--- src/rtl/fetch_unit.sv ---
// rtl/fetch_unit.sv - instruction fetch stage: PC, imem request, IF/ID register, HLT handling
module fetch_unit (
  input  logic        clk,
  input  logic        rst,
  input  logic        pc_stall,
  input  logic        if_de_stall,
  input  logic        branch_taken,
  input  logic [15:0] branch_target,
  output logic        imem_req,
  output logic [15:0] imem_addr,
  input  logic [15:0] imem_rdata,
  input  logic        imem_valid,
  output logic [15:0] ifid_insn,
  output logic [15:0] ifid_pc_plus2,
  output logic        ifid_valid,
  output logic        halted
);

  typedef enum logic {
    FETCH = 1'b0,
    HALT  = 1'b1
  } state_e;

  localparam logic [3:0]  OP_HLT   = 4'b1111;
  localparam logic [15:0] PC_EVEN  = 16'hFFFE;
  localparam logic [15:0] NOP_WORD = 16'h0000;

  state_e      state_q;
  logic [15:0] pc_q;
  logic [15:0] ifid_insn_q;
  logic [15:0] ifid_pc_plus2_q;
  logic        ifid_valid_q;
  logic        halted_q;

  // PC+2 wraps naturally in 16 bits; the PC is always even so the sum stays even.
  logic [15:0] pc_plus2_d;
  logic        is_hlt_d;

  // Next sequential PC and HLT opcode decode of the returned word.
  always_comb begin
    pc_plus2_d = pc_q + 16'd2;
    is_hlt_d   = (imem_rdata[15:12] == OP_HLT);
  end

  // Fetch FSM and IF/ID register; conditions are checked in strict priority order.
  always_ff @(posedge clk) begin
    if (rst) begin
      state_q         <= FETCH;
      pc_q            <= 16'h0000;
      ifid_insn_q     <= NOP_WORD;
      ifid_pc_plus2_q <= 16'h0000;
      ifid_valid_q    <= 1'b0;
      halted_q        <= 1'b0;
    end else if (branch_taken) begin
      // A redirect wins over stalls and over any wrong-path word (including HLT).
      state_q      <= FETCH;
      pc_q         <= branch_target & PC_EVEN;
      ifid_insn_q  <= NOP_WORD;
      ifid_valid_q <= 1'b0;
      halted_q     <= 1'b0;
    end else if (pc_stall) begin
      // Hold everything; a word returned now is dropped and fetched again later.
      state_q         <= state_q;
      pc_q            <= pc_q;
      ifid_insn_q     <= ifid_insn_q;
      ifid_pc_plus2_q <= ifid_pc_plus2_q;
      ifid_valid_q    <= ifid_valid_q;
      halted_q        <= halted_q;
    end else if (if_de_stall) begin
      // Inject a bubble into decode while the PC waits.
      ifid_insn_q  <= NOP_WORD;
      ifid_valid_q <= 1'b0;
    end else begin
      unique case (state_q)
        FETCH: begin
          if (!imem_valid) begin
            // Miss: keep requesting the same address, feed a bubble meanwhile.
            ifid_insn_q  <= NOP_WORD;
            ifid_valid_q <= 1'b0;
          end else begin
            ifid_insn_q     <= imem_rdata;
            ifid_valid_q    <= 1'b1;
            ifid_pc_plus2_q <= pc_plus2_d;
            pc_q            <= pc_plus2_d;
            if (is_hlt_d) begin
              state_q  <= HALT;
              halted_q <= 1'b1;
            end
          end
        end
        HALT: begin
          // Parked: only a branch or reset gets us out.
          ifid_insn_q  <= NOP_WORD;
          ifid_valid_q <= 1'b0;
        end
        default: begin
          state_q <= FETCH;
        end
      endcase
    end
  end

  // Memory request is live only while fetching and out of reset.
  always_comb begin
    imem_req  = (state_q == FETCH) && !rst;
    imem_addr = pc_q;
  end

  assign ifid_insn     = ifid_insn_q;
  assign ifid_pc_plus2 = ifid_pc_plus2_q;
  assign ifid_valid    = ifid_valid_q;
  assign halted        = halted_q;

endmodule

--- config.mk ---
export PLATFORM = sky130hd
export DESIGN_NAME = fetch_unit
export DESIGN_NICKNAME = d
export VERILOG_FILES = /design/src/rtl/fetch_unit.sv
export SDC_FILE = /design/constraint.sdc
export NUM_CORES = 1
export LEC_CHECK = 0
export CORE_MARGIN = 2
export CORE_UTILIZATION = 43
export DETAILED_ROUTE_END_ITERATION = 8
export PLACE_DENSITY = 0.8
export SYNTH_ARGS = -nofsm -noshare
export SYNTH_HDL_FRONTEND = slang
export SYNTH_SLANG_ARGS = --single-unit
--- constraint.sdc ---
create_clock -name clk -period 2.5 [get_ports clk]
set_input_delay 0.75 -clock clk [delete_from_list [all_inputs] [get_ports clk]]
set_output_delay 0.75 -clock clk [all_outputs]
set_load 0.01 [all_outputs]
## Word-level counts from Yosys, hierarchy flattened

Cells that the tools add are included.

| word-level totals | value |
|---|---|
| register bits | 51 |
| memory bits (writable) | 0 |
| memories kept | 0 |
| logic and storage cells | 39 |
| bits in read-only memories | 0 |
| output and inout bits | 51 |
| latch bits | 0 |
| input port bits | 38 |

| operators by class | value |
|---|---|
| shifts and indexed selects | 0 |
| equal/unequal tests | 4 |
| $mul | 0 |
| $lt $le $gt $ge | 0 |
| div/mod/pow operators | 0 |
| muxes and demuxes | 14 |
| bitwise operators | 4 |
| reduce and logical (&&, ||, !) cells | 9 |
| add/sub/neg operators | 1 |

Operator list:

| operator | count |
|---|---|
| $mux 16 | 7 |
| $pmux 16 s2 | 1 |
| $add 16x2->16 const B | 1 |
| $reduce_and 5->1 | 2 |
| $reduce_and 4->1 | 2 |
| $mux 1 | 5 |
| $eq 4x4->1 const B | 1 |
| $ne 2x1->1 const B | 2 |
| $not 1->1 | 4 |
| $ne 2x2->1 const B | 1 |
| $pmux 1 s2 | 1 |
| $reduce_and 2->1 | 1 |
| $reduce_bool 2->1 | 1 |
| $reduce_or 2->1 | 1 |
| $logic_and 1x1->1 | 1 |
| $logic_not 1->1 | 1 |

## Longest topological paths before layout

Gate-level depths: netlist of the first run.

| logic depth | value |
|---|---|
| depth after elaboration | 6 |
| gate-level depth with buffers | 6 |
| mapped depth without buffers | 5 |

## Worst setup path after synthesis of the first run

Ideal clock, no wire load.

| timing | value |
|---|---|
| kind | input-to-output |
| start | input rst |
| end | output imem_req |
| data required time | 1,750 ps |
| path buffers | 2 |
| arrival time | 1,411 ps |
| slack | 339 ps |
| stages on the path | 3 |
| cell sequence | clkbuf_1 > clkbuf_1 > nor2_1 |

| between the ends | value |
|---|---|
| word-level cells in the longest chain between the ends | 2 |

RTL lines:

| item | line | source |
|---|---|---|
| start, declared | 4 | `input logic rst,` |
| $logic_not 1->1 | 105 | `imem_req = (state_q == FETCH) && !rst;` |
| $logic_and 1x1->1 | 105 |  |
| end, declared | 9 | `output logic imem_req,` |

Every way passes these cells.

## Worst setup path after layout of the first run

Ends and elaborated chain as after synthesis.

==> results of run 1 <==
## state kept, by name, summed over array words and instances, names as in the netlist
register       cells
ifid_insn         16
ifid_pc_plus2     15
imem_addr         15
halted             1
ifid_valid         1
state_q            1
## cell families (layout without fill, tap and decap cells)
logic type               Yosys count  after routing
AO/OA/AOI/OAI                     54             54
XOR/XNOR                          21             21
adder cells (fa/ha/maj)            1              1
buffers and inverters             27            109
flip-flops                        49             49
multiplexers                       3              3
other                              1              2
AND/OR/NAND/NOR                   98             98
## through the flow
step	hold WS, ns	total power [mW]	TNS [ns]
after floorplan	0.480	0.973	0
after global placement	0.450	1.12	-0.585
after detailed placement	0.457	1.12	-1.23
after CTS	0.474	1.55	0
after global routing	0.504	1.61	0
final	0.467	1.53	0
## worst paths after layout
kind	start	cells past startpoint	endpoint	slack (ns)
worst max-delay path	rst	3	imem_req	0.16
worst min-delay path	ifid_pc_plus2[14]	2	ifid_pc_plus2[14]	0.47
worst max register to register	imem_addr[5]	5	ifid_pc_plus2[15]	0.51
worst min register to register	ifid_pc_plus2[14]	2	ifid_pc_plus2[14]	0.47
## power by group through the flow
stage	Sequential (mW)	Combinational, mW	Clock (mW)
after floorplan	0.865	0.108	0
after global placement	0.860	0.256	0
after detailed placement	0.861	0.260	0
after CTS	0.843	0.261	0.446
after global routing	0.848	0.281	0.478
final	0.843	0.260	0.429
## routing by layer
layer,part of all wire [%],up-vias,global-route usage (%)
li1,-,1075,-
met1,46,965,28.7
met2,48,65,31.1
met3,5.1,4,5.16
met4,0.90,0,5.26
met5,0,-,0
## worst max-delay path, cell delays in order
cell and delay [ns]:
sky130_fd_sc_hd__clkdlybuf4s50_1 0.51, sky130_fd_sc_hd__nor2_1 0.05, sky130_fd_sc_hd__dlygate4sd2_1 0.29
## cell type report
| cell class | count | area (um2) | share of cell area [%] |
|---|---|---|---|
| clock buffers | 5 | 68.8 | 2.12 |
| clock inverters | 1 | 5.00 | 0.154 |
| inverters | 4 | 15.0 | 0.462 |
| multi-input cells | 179 | 1120 | 34.6 |
| flip-flops and latches | 49 | 981 | 30.2 |
| well taps | 70 | 87.6 | 2.70 |
| repair buffers | 99 | 967 | 29.8 |
## placed cells by master (no fill, tap or decap), types with 2 or more instances in the layout
master                             n
sky130_fd_sc_hd__or3_1             3
sky130_fd_sc_hd__nor3_1            8
sky130_fd_sc_hd__a311oi_1          4
sky130_fd_sc_hd__nor4_2            5
sky130_fd_sc_hd__nor4_1            3
sky130_fd_sc_hd__conb_1            2
sky130_fd_sc_hd__nor2_1           47
sky130_fd_sc_hd__clkdlybuf4s50_1  84
sky130_fd_sc_hd__a21oi_1           4
sky130_fd_sc_hd__inv_1             3
sky130_fd_sc_hd__xnor2_1          16
sky130_fd_sc_hd__o21ai_0           6
sky130_fd_sc_hd__xor2_1            5
sky130_fd_sc_hd__and3_1            3
sky130_fd_sc_hd__dfxtp_1          49
sky130_fd_sc_hd__nand4_1           4
sky130_fd_sc_hd__clkbuf_8          5
sky130_fd_sc_hd__a211oi_1         20
sky130_fd_sc_hd__nand3_1           7
sky130_fd_sc_hd__mux2i_1           3
sky130_fd_sc_hd__nand2_1          12
sky130_fd_sc_hd__buf_4            13
sky130_fd_sc_hd__a22oi_1          16
==> results.rst, run 1 <==
.. list-table::
   :header-rows: 1

   * - Metric
     - Value
   * - Die span in y
     - 75.8 um
   * - IO buf count
     - 85
   * - Max-Slew Margin vs Limit
     - 65.8%
   * - Compound-Gate Fraction of Synth Area
     - 17.7%
   * - Final setup violating endpoints
     - 0
   * - Total of max-cap violations
     - 0
   * - Library cell with the largest summed area after synthesis
     - sky130_fd_sc_hd__dfxtp_1
   * - Maximum root-to-sink buffer count
     - 2
   * - Register area share after synthesis
     - 44.3%
   * - CTS hold repair buffers
     - 0
   * - Endpoints failing hold
     - 0
   * - Mapped Area
     - 2210 um2
   * - Parity-gate share of the synthesized area counting xor and xnor cells
     - 8.31%
   * - Mean Syn Cell Area
     - 8.72 um2
   * - Startpoint types
     - input port
   * - Ant diodes
     - 0
   * - Average detailed-routed wire length per instance
     - 13.9 um
   * - Critical path class
     - input port to output pin
   * - Cells taking the most area after synthesis
     - sky130_fd_sc_hd__dfxtp_1, sky130_fd_sc_hd__nor2_1, sky130_fd_sc_hd__a211oi_1, sky130_fd_sc_hd__xnor2_1, sky130_fd_sc_hd__a22oi_1
   * - Outcome
     - complete, no violations
   * - Fmax
     - 427 MHz
   * - Initial antenna violation count
     - 0
   * - Worst clock skew on the final layout
     - 0.00615 ns
   * - Distinct cell type count of the synthesized netlist
     - 38
   * - Number of flops mapped to enable cells by yosys
     - 0
   * - Highest fanout seen on the critical path
     - 2
   * - Share of cell area taken by muxes after synthesis
     - 1.36%
   * - Post-synth ARST share
     - 0%
   * - Number of placement rows
     - 26
   * - Placed inst area
     - 3170 um2
   * - Largest net degree at the start of global routing
     - 33
   * - Post-route worst setup slack
     - 0.157 ns
   * - Starting density of the core
     - 43.9%
   * - Post-CTS sizing
     - 1
   * - Final worst path period need
     - 2.34 ns
   * - Top-area cell type share of the netlist area
     - 44.3%
   * - Period utilization
     - 93.7%
   * - # placed instances
     - 401
   * - Number of H-tree levels
     - 2
   * - Core region area
     - 5040 um2
   * - Remaining number of nets flagged by the antenna check after routing
     - 0
   * - Non-filler instance count after layout
     - 407
   * - Static Leakage
     - 1.06 nW
   * - Pre-CTS setup slack
     - -0.162 ns
   * - Adder-cell share of the synthesized area
     - 0.565%
   * - Area of the die
     - 5740 um2
   * - Total power density per cell area
     - 472 nW/um2
   * - Number of vias after detailed routing
     - 2109
   * - Internal power consumption
     - 1.14 mW
   * - Most frequent cell after synthesis
     - sky130_fd_sc_hd__dfxtp_1
   * - Cell chosen for the clock root
     - sky130_fd_sc_hd__clkbuf_8
   * - Dominant combinational cell family by area after synthesis
     - simple AND/OR/NAND/NOR gates
   * - Path category of the worst min-delay check
     - flop to flop
   * - Commonest cells post-synth
     - sky130_fd_sc_hd__dfxtp_1, sky130_fd_sc_hd__nor2_1, sky130_fd_sc_hd__a211oi_1, sky130_fd_sc_hd__a22oi_1, sky130_fd_sc_hd__xnor2_1
   * - Peak VDD IR
     - 273 uV
   * - Post-detailed-route DRC marker count
     - 0
   * - Total global routing overflow
     - 0
   * - First drt pass iteration count
     - 4
   * - Vias in the first global route
     - 1912
   * - Signal arrival time at the worst endpoint
     - 1.59 ns
   * - Transition time at the pin with the least slew margin
     - 0.512 ns
   * - Layout cells sized above 1
     - 9.20%
   * - Num ports
     - 89
   * - Final cell utilization of the core
     - 64.4%
   * - Number of warning messages in the yosys log
     - 0
   * - Seq pwr share
     - 55.0%
   * - Clock-pin slew of the registers on the worst-case setup and hold paths
     - 0.09 ns
   * - Clock insertion delay at the later pin of the skew report
     - 0.29 ns
   * - Final net count
     - 377
   * - Combinational power share
     - 17.0%
   * - Global routing usage summed across all routing layers
     - 20.4%
   * - Total Routed Length
     - 5640 um
   * - Horiz. Die Dim
     - 75.8 um
   * - HPWL Detailed
     - 4120 um
   * - Clock tree from TritonCTS
     - done
   * - Synthesized instance count
     - 254
   * - Final standard cell area without fillers
     - 3250 um2
   * - Relative contribution of the clock network to total power
     - 28.0%
   * - Post-synthesis simple-gate area fraction
     - 21.9%
   * - Area Growth Syn to Fin
     - 46.7%
   * - Number of buffers inserted to repair setup after CTS
     - 0
   * - First-pass GRT wire length
     - 8990 um
   * - Max Transition Viols Final
     - 0
   * - Switching portion of total power
     - 25.5%
   * - Num CTS Buffers
     - 5
   * - Layout filler cell count
     - 438
   * - Vias per cell
     - 5.18
   * - DRC marker count from the first detailed-route iteration
     - 109
   * - Clk sinks
     - 49
   * - Primary FF master, synth
     - sky130_fd_sc_hd__dfxtp_1
   * - Synthesized flop and latch total
     - 49
   * - RSZ-0062 raised after global routing
     - no
   * - Sw power
     - 0.390 mW
   * - Crit end category
     - output pin
   * - Required time of the worst setup path
     - 1.75 ns
   * - Final weighted congestion of routability-driven global placement
     - 0.822
No activity file was read; power rests on OpenSTA's default activity.
==> run 2: changes to the inputs <==
--- a/config.mk
+++ b/config.mk
@@ -7,6 +7,7 @@
 export LEC_CHECK = 0
 export CORE_MARGIN = 2
 export CORE_UTILIZATION = 43
+export CTS_CLUSTER_SIZE = 8
 export DETAILED_ROUTE_END_ITERATION = 8
 export PLACE_DENSITY = 0.8
 export SYNTH_ARGS = -nofsm -noshare
==> results of run 2 <==
The final DEF is identical to that of run 1; final timing and power are the same.
